--- src/rtl/fpu_pkg.sv ---
// Shared floating-point constants and the fdiv control state encoding.
package fpu_pkg;

    localparam int unsigned EXP_BIAS = 127;
    localparam int unsigned EXP_MAX  = 255;
    localparam int unsigned MANT_W   = 23;
    // Quotient width: hidden bit, 23 fraction bits and one guard bit for M1 >= M2.
    localparam int unsigned QUOT_W   = MANT_W + 2;

    typedef enum logic [1:0] {
        StIdle,
        StCalc,
        StDone
    } fdiv_state_e;

endpackage

--- src/rtl/fdiv_step.sv ---
// One restoring-division step: conditional subtract of the divisor, then shift the remainder left.
module fdiv_step
    import fpu_pkg::*;
(
    input  logic [QUOT_W-1:0] rem_i,
    input  logic [MANT_W:0]   div_i,
    output logic [QUOT_W-1:0] rem_o,
    output logic              q_o
);

    logic [QUOT_W-1:0] diff;

    always_comb begin
        q_o   = (rem_i >= {1'b0, div_i});
        diff  = q_o ? (rem_i - {1'b0, div_i}) : rem_i;
        // diff < divisor < 2^24, so the shift never loses a set bit.
        rem_o = diff << 1;
    end

endmodule

--- src/rtl/fdiv.sv ---
// Iterative truncating single-precision divider, BITS_PER_CYCLE quotient bits per CALC cycle.
// Define FDIV_DZ_EN to add the divide-by-zero output dz.
module fdiv
    import fpu_pkg::*;
#(
    parameter int unsigned BITS_PER_CYCLE = 1
) (
    input  logic        clk,
    input  logic        rstn,
    input  logic [31:0] x1,
    input  logic [31:0] x2,
    input  logic        in_valid,
    output logic        in_ready,
    output logic [31:0] y,
    output logic        ovf,
    output logic        out_valid,
    input  logic        out_ready
`ifdef FDIV_DZ_EN
    ,
    output logic        dz
`endif
);

    localparam int unsigned N = QUOT_W / BITS_PER_CYCLE;

    fdiv_state_e       state_q;
    logic              s_q;
    logic [7:0]        e1_q;
    logic [7:0]        e2_q;
    logic [MANT_W:0]   m2_q;
    logic [QUOT_W-1:0] rem_q;
    logic [QUOT_W-1:0] quo_q;
    logic [QUOT_W-1:0] quo_d;
    logic [4:0]        cnt_q;
    logic [31:0]       y_q;
    logic              ovf_q;
    logic [31:0]       res_y;
    logic              res_ovf;
    logic [9:0]        e_res;
    logic [MANT_W-1:0] mant;

    logic [QUOT_W-1:0]         rem_c [BITS_PER_CYCLE+1];
    logic [BITS_PER_CYCLE-1:0] q_bits;

    assign rem_c[0] = rem_q;

    for (genvar i = 0; i < BITS_PER_CYCLE; i++) begin : g_step
        fdiv_step u_step (
            .rem_i (rem_c[i]),
            .div_i (m2_q),
            .rem_o (rem_c[i+1]),
            .q_o   (q_bits[BITS_PER_CYCLE-1-i])
        );
    end

    assign quo_d = {quo_q[QUOT_W-1-BITS_PER_CYCLE:0], q_bits};

    // Result is formed from quo_d so the final CALC edge can register it directly.
    always_comb begin
        mant    = quo_d[QUOT_W-1] ? quo_d[MANT_W:1] : quo_d[MANT_W-1:0];
        e_res   = {2'b00, e1_q} - {2'b00, e2_q}
                + (quo_d[QUOT_W-1] ? 10'(EXP_BIAS) : 10'(EXP_BIAS - 1));
        res_ovf = 1'b0;
        if (e2_q == 8'd0) begin
            res_y = {s_q, 8'(EXP_MAX), {MANT_W{1'b0}}};
        end else if (e1_q == 8'd0) begin
            res_y = {s_q, 31'b0};
        end else if (e1_q == 8'(EXP_MAX)) begin
            res_y = {s_q, 8'(EXP_MAX), {MANT_W{1'b0}}};
        end else if (e2_q == 8'(EXP_MAX)) begin
            res_y = {s_q, 31'b0};
        end else if (!e_res[9] && (e_res >= 10'(EXP_MAX))) begin
            res_y   = {s_q, 8'(EXP_MAX), {MANT_W{1'b0}}};
            res_ovf = 1'b1;
        end else if (e_res[9] || (e_res == 10'd0)) begin
            res_y = {s_q, 31'b0};
        end else begin
            res_y = {s_q, e_res[7:0], mant};
        end
    end

`ifdef FDIV_DZ_EN
    logic dz_q;
    logic res_dz;
    assign res_dz = (e2_q == 8'd0) && (e1_q != 8'd0);
    assign dz     = dz_q;
`endif

    always_ff @(posedge clk or negedge rstn) begin
        if (!rstn) begin
            state_q <= StIdle;
            s_q     <= 1'b0;
            e1_q    <= '0;
            e2_q    <= '0;
            m2_q    <= '0;
            rem_q   <= '0;
            quo_q   <= '0;
            cnt_q   <= '0;
            y_q     <= '0;
            ovf_q   <= 1'b0;
`ifdef FDIV_DZ_EN
            dz_q    <= 1'b0;
`endif
        end else begin
            unique case (state_q)
                StIdle: begin
                    if (in_valid) begin
                        state_q <= StCalc;
                        s_q     <= x1[31] ^ x2[31];
                        e1_q    <= x1[30:23];
                        e2_q    <= x2[30:23];
                        m2_q    <= {1'b1, x2[MANT_W-1:0]};
                        rem_q   <= {2'b01, x1[MANT_W-1:0]};
                        quo_q   <= '0;
                        cnt_q   <= '0;
                    end
                end
                StCalc: begin
                    rem_q <= rem_c[BITS_PER_CYCLE];
                    quo_q <= quo_d;
                    cnt_q <= cnt_q + 5'd1;
                    if (cnt_q == 5'(N - 1)) begin
                        state_q <= StDone;
                        y_q     <= res_y;
                        ovf_q   <= res_ovf;
`ifdef FDIV_DZ_EN
                        dz_q    <= res_dz;
`endif
                    end
                end
                StDone: begin
                    if (out_ready) begin
                        state_q <= StIdle;
                    end
                end
                default: state_q <= StIdle;
            endcase
        end
    end

    assign in_ready  = (state_q == StIdle);
    assign out_valid = (state_q == StDone);
    assign y         = y_q;
    assign ovf       = ovf_q;

endmodule

--- config.mk ---
export PLATFORM = sky130hd
export DESIGN_NAME = fdiv
export DESIGN_NICKNAME = d
export VERILOG_FILES = /design/src/rtl/fpu_pkg.sv /design/src/rtl/fdiv_step.sv /design/src/rtl/fdiv.sv
export SDC_FILE = /design/constraint.sdc
export NUM_CORES = 1
export LEC_CHECK = 0
export CORE_MARGIN = 4
export CORE_UTILIZATION = 58
export CTS_BUF_LIST = sky130_fd_sc_hd__clkbuf_8
export DETAILED_ROUTE_END_ITERATION = 7
export PLACE_DENSITY = 0.9
export SETUP_SLACK_MARGIN = 0.15
export SKIP_LAST_GASP = 1
export SYNTH_ARGS = -nofsm -noshare
export SYNTH_HDL_FRONTEND = slang
export SYNTH_SLANG_ARGS = --single-unit
--- constraint.sdc ---
create_clock -name clk -period 4.75 [get_ports clk]
set_clock_uncertainty 0.05 [all_clocks]
set_input_delay 0.7125 -clock clk [delete_from_list [all_inputs] [get_ports clk]]
set_output_delay 0.7125 -clock clk [all_outputs]
set_load 0.02 [all_outputs]
==> impl_metrics.json <==
{
  "syn_inst": 936,
  "detailed_place_hpwl_mm": 14.0,
  "r2r_start": "e1_q[0]",
  "ys_types": 70,
  "grt-busiest-layer": "met2",
  "initial_core_util_pct": 59.6,
  "arrival_ps": 4020,
  "crit_path_cell_trace": "inv_1, ha_1, inv_1, fa_1, inv_1, ha_1, inv_1, or2_2, a311oi_1, nand3_1, a2111oi_0, o31ai_1, o21bai_2, buf_4, o41ai_1",
  "path_max_fanout": 26,
  "remaining_drc_errors": 0,
  "endpoint_kind": "flop",
  "nFillCells": 1089,
  "final_common_cell": "nand2_1",
  "max_stage_delay_ps": 480,
  "ctsRootBufferMaster": "clkbuf_8",
  "grt_overflow": 0,
  "status": "finished clean",
  "cts_setup_buffers": 0,
  "coreArea_um2": 13300,
  "grtUsageMet3_pct": 4.52,
  "clk-insertion-delay-late_ps": 450,
  "grt_first_pass_wirelength_mm": 32.8,
  "cts_sinks": 130,
  "synthArstFlopShare_pct": 100,
  "totalWireLength_mm": 19.5,
  "reg2reg_to": "y[0]",
  "vias_per_cell": 5.92,
  "initialDrtViolationCount": 557,
  "seq_area_frac_synth_pct": 40.9,
  "ys_ff_latch": 130,
  "num_io_pins": 103,
  "worst_setup_path_start_kind": "flop",
  "drive_gt1_share_pct": 6.61,
  "cts_hold_buffers": 0,
  "fmax_mhz": 266,
  "antenna_found_initial": 0,
  "cp_slowest_cell": "fa_1",
  "grtUsageTotal_pct": 25.3,
  "relSlewSlack_pct": 29.9,
  "post-route-min-period_ps": 3760,
  "num_rows": 42,
  "diodes": 0,
  "grt_max_degree": 121,
  "grt_use_met1_pct": 35.1,
  "rsz0062_at_grt": "no",
  "netlist_area_um2": 7950,
  "grtUsageMet2_pct": 41.4,
  "synth_edf_count": 0,
  "die_area_um2": 15600,
  "cts_tree": "done",
  "avgSynthCellArea_um2": 8.50,
  "hold_path_class": "primary input to async pin",
  "dr_total_vias": 7127,
  "worst_pin_slew_ps": 1050,
  "htreeDepth": 4,
  "area_growth_pct": 19.3,
  "clockBufferDepth": 2,
  "crit_top_cell": "inv_1",
  "drv_slew": 0,
  "cap_viol_max_count": 0,
  "die_height_um": 125,
  "drt-wirelength-per-cell_um": 16.2,
  "worstPathRequired_ps": 5010,
  "gp_congestion": 0.878,
  "ant_nets": 0,
  "drt_pass1_iterations": 7,
  "fin_crit_sh_pct": 79.1,
  "fin_nets": 1121,
  "syn_nets": 1042,
  "reg2reg_depth": 15,
  "numCtsBuffers": 17,
  "hold_violations": 0,
  "yosys_warnings": 0,
  "synth-main-ff-cell": "dfrtp_1",
  "setup-violations-final": 0,
  "port_buffers": 102,
  "cts_resized": 0,
  "rrSetupSlack_ps": 990,
  "path_class": "flop to flop",
  "first_global_vias": 6683,
  "mostFrequentLayoutCells": "nand2_1 (229), dfrtp_1 (130), clkdlybuf4s50_1 (101), o21ai_0 (85), inv_1 (47)",
  "path_clk_slew_ps": 80,
  "setup_tns_ps": 0,
  "die_w_um": 125
}
==> registers in the layout (all words and copies together), names as in the netlist <==
register / count
y: 32
e1_q: 8
e2_q: 8
m2_q: 24
s_q: 1
cnt_q: 5
ovf: 1
quo_q: 24
rem_q: 25
state_q: 2
==> worst max-delay path by stage <==
stage            end     from  slack, ps
3_5_place_dp   y[11]  e1_q[0]       1030
2_1_floorplan  y[10]  e1_q[0]       1410
4_1_cts         y[0]  e1_q[0]       1010
3_3_place_gp   y[13]  e1_q[0]       1070
5_1_grt         y[8]  e1_q[0]        630
6_report        y[0]  e1_q[0]        990
==> kinds of logic after synthesis <==
| logic type | count (synthesis) | synth area share (%) |
|---|---|---|
| xor gates and xnor gates | 21 | 2.41 |
| muxes | 26 | 3.27 |
| buffers and inverters | 99 | 5.03 |
| DFF | 130 | 40.9 |
| AOI/OAI and AO/OA | 260 | 22.0 |
| adders and majority gates | 38 | 6.17 |
| and+or+nand+nor | 362 | 20.2 |
==> Yosys cell counts (all sizes together), types with 3 or more instances <==
master | instances | area (µm²)
ha | 36 | 450
buf | 14 | 81.3
a211oi | 3 | 22.5
o21bai | 3 | 26.3
and2 | 6 | 40.0
xor2 | 9 | 86.3
o211ai | 3 | 27.5
nand4 | 13 | 81.3
or2 | 4 | 25.0
a21oi | 42 | 210
nor2b | 8 | 50.1
a31oi | 18 | 113
o2111ai | 4 | 35.0
clkbuf | 38 | 143
o21ai | 85 | 425
nand3 | 21 | 105
o21a | 15 | 113
a21o | 14 | 105
mux2i | 26 | 260
or3 | 6 | 42.5
nand2 | 229 | 860
o22ai | 3 | 18.8
o221a | 4 | 45.0
dfrtp | 130 | 3250
and3 | 15 | 93.8
nand2b | 5 | 31.3
o2bb2ai | 3 | 26.3
nor4 | 4 | 25.0
o31ai | 12 | 90.1
nor2 | 30 | 113
nor3 | 13 | 70.1
a2111oi | 6 | 83.8
inv | 47 | 176
o41ai | 23 | 201
xnor2 | 12 | 105
==> per-stage QoR <==
| step | instances | utilization [%] | worst slack, ps | cell area [µm²] | hold WS, ps |
|---|---|---|---|---|---|
| detailed placement | 1172 | 67.9 | 1030 | 9070 | 398 |
| global placement | 1172 | 67.9 | 1070 | 9070 | 381 |
| global route | 1204 | 71.1 | 626 | 9490 | 304 |
| finish | 1204 | 71.1 | 992 | 9490 | 258 |
| floorplan | 936 | - | 1410 | 7950 | 367 |
| CTS | 1204 | 71.1 | 1010 | 9490 | 280 |
==> layer usage <==
layer / vias up / share of wire (%)
met5: - / 0
met4: 0 / 1.2
met3: 20 / 5.7
met2: 230 / 48
met1: 3393 / 45
li1: 3484 / -
==> layout make-up <==
class	instances	area, µm²	share of cell area (%)
multi-input cells	707	4310	45.4
clock inverters	13	159	1.67
inverters	47	176	1.86
flip-flops and latches	130	3250	34.3
clock buffers	19	262	2.76
repair buffers	112	1110	11.7
well taps	176	220	2.32
==> worst max-delay path, delay by kind of cell (launching register included) <==
family	cells	cell delay [ps]
AO/OA/AOI/OAI	5	1260
adder cells (fa/ha/maj)	3	810
buffers and inverters	5	570
flip-flops	1	390
AND/OR/NAND/NOR	2	530
Power is not shown: default switching activity piles up to over one toggle a cycle in this logic, so the estimate is an artifact.
==> RTL edit 1: new RTL, same flow settings <==
Put one more register stage on the output `ovf`, without a reset. The value now appears one clock later. The other outputs are not delayed to match.
--- a/src/rtl/fdiv.sv
+++ b/src/rtl/fdiv.sv
@@ -143,3 +143,5 @@
     assign y         = y_q;
-    assign ovf       = ovf_q;
+    always_ff @(posedge clk) begin
+        ovf <= ovf_q;
+    end
 
Check against the original RTL: same outputs for any inputs over 10 cycles, from zero or initial values and one cycle with rstn low; that may be too few to reach the edited logic, so the function may still have changed.
==> RTL edit 1 against the original RTL <==
Area after synthesis grew 0.25%. Final cell count grew 0.17%. Setup slack lost 0.077 ns. Sequential cell count grew 1. Design area shrank 0.65%. Via count grew 0.56%. Highest routed layer unchanged. Wire length shrank 0.71%.
Power is not shown: default switching activity piles up to over one toggle a cycle in this logic, so the estimate is an artifact.
==> RTL edit 1: results (changes against the original RTL) <==
- Slowest CP cell: a2111oi_0
- Syn_nets: 1043 (+0.096%)
- Via count: 7167 (+0.56%)
- Sequential share of the synthesized area: 0.411 (+0.00148)
- First-pass DRT Iterations: 5 (-2)
- Initial antenna violation count: 0 (unchanged)
- Initial DRC count: 537 (-3.6%)
- All-Layer GR Usage: 0.246 (-0.00680)
- Cells after DPL: 1174 (+0.17%)
- Count of cell types in the netlist: 71 (+1.4%)
- Fillcell total: 1054 (-3.2%)
- Routability congestion estimate: 0.879 (+0.18%)
- Outcome: finished clean
- Hpwl dp: 13.9 mm (-0.82%)
- Max-slew headroom: 0.293 (-0.00607)
- Final wirelength: 19.4 mm (-0.71%)
- Area of placed instances: 9080 um^2 (+0.17%)
- First-pass GRT wire length: 32.0 mm (-2.5%)
- Share of layout cells above drive strength 1: 0.0660 (-0.000128)
- Async S/R FF share, synth: 0.992 (-0.00763)
- Syn avg cell area: 8.51 um^2 (+0.14%)
- Vias in the first global route: 6690 (+0.10%)
- CP arrival: 4.12 ns (+0.10 ns)
- Top cells by area, synth: dfrtp_1, nand2_1, ha_1
- Via density: 5.94 (+0.39%)
- Clk Latency, worst-skew pair: 0.47 ns (+0.02 ns)
RTL edit 1: cell count changes in the layout (fill, tap and decap cells not counted):
cell	unedited run	this run
dfxtp_1	0	1
clkbuf_8	19	17
inv_6	1	4
clkinvlp_4	3	4
buf_12	1	0
inv_1	47	48
buf_4	10	12
clkinv_4	2	3
clkinv_2	4	3
bufinv_16	3	0
RTL edit 1: layer usage:
metal / up-vias / share of wire / GRT usage
met3: 27 / 0.051 / 0.0520
met2: 216 / 0.47 / 0.393
met4: 0 / 0.013 / 0.0663
met5: - / 0 / 0
met1: 3431 / 0.46 / 0.344
li1: 3493 / - / -
RTL edit 1: worst register-to-register path, cell delays in order (launching register included):
cell and delay, ns:
dfrtp_1 0.41, inv_1 0.08, ha_1 0.18, inv_1 0.06, fa_1 0.47, inv_1 0.08
ha_1 0.15, inv_1 0.07, or2_2 0.41, a311oi_1 0.40, nand3_1 0.12, a2111oi_0 0.49
o31ai_1 0.17, o21bai_2 0.14, buf_4 0.29, o41ai_1 0.14
RTL edit 1: layout make-up:
class	count	share of cell area
repair buffers	113	0.117
clock buffers	17	0.0248
clock inverters	15	0.0117
well taps	176	0.0234
inverters	47	0.0187
flip-flops and latches	131	0.347
multi-input cells	707	0.457
RTL edit 1: final timing paths:
kind                       startpoint  endpoint  slack (ns)  cells after the start
max                           e1_q[0]     y[10]        0.92                     15
min                              rstn     y[29]        0.11                      1
max reg2reg                   e1_q[0]     y[10]        0.92                     15
min reg2reg                     ovf_q       ovf        0.33                      0
max in group asynchronous        rstn  m2_q[14]        3.55                      2
min in group clk                ovf_q       ovf        0.33                      0
RTL edit 1: logic make-up after synthesis:
group,after synthesis,synth area share
AND/OR/NAND/NOR,362,0.201
flip-flops,131,0.411
XOR/XNOR,21,0.0240
multiplexers,26,0.0326
AO/OA/AOI/OAI,260,0.220
adder cells (fa/ha/maj),38,0.0615
buffers and inverters,99,0.0502
RTL edit 1: stage by stage:
| stage | setup WS [ns] | utilization |
|---|---|---|
| after floorplan | 1.41 | - |
| after global placement | 1.10 | 0.680 |
| after detailed placement | 0.962 | 0.680 |
| after CTS | 0.950 | 0.706 |
| after global routing | 0.612 | 0.706 |
| final | 0.916 | 0.706 |
==> RTL edit 2: new RTL, config.mk and constraints unchanged <==
Without the edit above. Add a define of `FDIV_DZ_EN`.
--- a/src/rtl/fdiv.sv
+++ b/src/rtl/fdiv.sv
@@ -2,2 +2,4 @@
 // Define FDIV_DZ_EN to add the divide-by-zero output dz.
+`define FDIV_DZ_EN
+
 module fdiv
Function (old outputs only; new: dz): kept (Yosys induction, for registers that start in step).
==> RTL edit 2 against the original RTL <==
Via count down 5.3%. Sequential share of layout area rose by 1.3 points. Design area decreased by 2.9%. Wire length decreased by 6.9%. First-iteration DRC count down 15%. Sequential cell count is 1 higher. Global-route usage decreased by 0.33 points. Area after synthesis is 3.4% lower. Setup slack gained 0.12 ns. Final cell count down 4.7%. Fmax rose by 3.2%. Critical endpoint unchanged.
==> RTL edit 2: results (changes against the original RTL) <==
- Post-DR wirelength/cell: 15.8 um (-2.4%)
- Syn_nets: 983 (-5.7%)
- Highest Signal Layer: met4
- Sequential share of the synthesized area: 0.427 (+0.0179)
- Nets@finish: 1070 (-4.5%)
- Synth top cells by count: nand2_1, dfrtp_1, o21ai_0
- Port bufs: 103 (+0.98%)
- MaxCap Viol Count: 0 (unchanged)
- Clk buf depth: 2 (unchanged)
- Largest net degree at the start of global routing: 100 (-17%)
- Worst Reg-to-Reg Cells: 13 (-2)
- Max FO, Critical Path: 23 (-12%)
- All-Layer GR Usage: 0.250 (-0.00325)
- CTS root buffer: clkbuf_8
- Worst-margin pin slew: 0.918 ns (-0.132 ns)
- CP arrival: 3.95 ns (-0.07 ns)
- Total CTS buffers: 17 (unchanged)
- Initial DRC count: 472 (-15%)
- H-tree depth: 4 (unchanged)
- First-pass GRT wire length: 30.4 mm (-7.4%)
- Switching power: 3760 uW
- Met2 wire length: 8.79 mm (-6.8%)
- Min-Delay Path Class: in2async
- Clk Latency, worst-skew pair: 0.45 ns (about the same)
- Number of flip-flops under the largest register name: 32 (unchanged)
- Setup violations, final: 0 (unchanged)
- Routability congestion estimate: 0.898 (+2.3%)
- Async S/R FF share, synth: 1.00 (unchanged)
- CTS-repair resized insts: 0 (unchanged)
- Share of layout cells above drive strength 1: 0.0779 (+0.0117)
- Outcome: finished clean
- M3 GR Usage: 0.0563 (+0.0111)
- Hpwl dp: 12.6 mm (-9.8%)
- Post-CTS setup buffers: 0 (unchanged)
- Count of cell types in the netlist: 69 (-1.4%)
- Met1 Use GR: 0.321 (-0.0301)
- Critical Path Sink: y[0]
- Vias in the first global route: 6514 (-2.5%)
- Critical Path Start: e1_q[0]
- Flop2flop setup slack: 1.11 ns (+0.12 ns)
- LEAKAGE: 0.00400 uW
- Via density: 5.88 (-0.73%)
- Met3 wire len: 967 um (-14%)
- Initial antenna violation count: 0 (unchanged)
- Met2 usage: 0.418 (+0.00438)
- Clock-pin slew of the registers on the worst-case setup and hold paths: 0.08 ns (about the same)
- Top cells by area, synth: dfrtp_1, nand2_1, ha_1
- M1 WL: 8.08 mm (-7.6%)
- First-pass DRT Iterations: 7 (unchanged)
[RTL edit 2: critical path, stage by stage, from the launching register on]
cell	delay [ns]
dfrtp_1	0.40
inv_1	0.08
ha_1	0.18
inv_1	0.06
fa_1	0.41
a211oi_2	0.25
nor2_1	0.11
nor2b_1	0.41
nor3_1	0.24
a311o_1	0.38
a21oi_2	0.15
o22a_4	0.19
nand3_4	0.34
o21ai_0	0.28
[RTL edit 2: power by group through the flow]
stage	clock (uW)	sequential, uW	combinational [uW]
3_3_place_gp	0	1980	4870
5_1_grt	988	2070	5670
2_1_floorplan	0	2020	3850
6_report	931	2000	5100
3_5_place_dp	0	2010	4980
4_1_cts	942	2000	5050
[RTL edit 2: cells by family (layout without fill, tap and decap cells)]
family | Yosys count | after routing | share of synthesized area
AOI/OAI and AO/OA | 245 | 245 | 0.212
buffers and inverters | 93 | 192 | 0.0489
DFF | 131 | 131 | 0.427
and+or+nand+nor | 313 | 313 | 0.179
adders and majority gates | 38 | 38 | 0.0639
muxes | 28 | 28 | 0.0370
xor gates and xnor gates | 29 | 29 | 0.0331
[RTL edit 2: metrics by stage]
stage / power (uW) / setup slack [ns] / instances / hold slack [ns] / instance area, um^2
final: 8030 / 1.11 / 1148 / 0.274 / 9210
after detailed placement: 6990 / 1.12 / 1117 / 0.396 / 8810
after global placement: 6850 / 1.22 / 1117 / 0.383 / 8810
after floorplan: 5870 / 1.57 / 877 / 0.367 / 7680
after global routing: 8730 / 0.793 / 1148 / 0.332 / 9210
after CTS: 7990 / 1.10 / 1148 / 0.293 / 9210
[RTL edit 2: layout make-up]
cell class / count / area, um^2
multi-input cells: 653 / 4040
fillers: 921 / 3560
flip-flops and latches: 131 / 3280
repair buffers: 113 / 1100
clock buffers: 19 / 262
well taps: 172 / 215
inverters: 48 / 180
clock inverters: 12 / 134
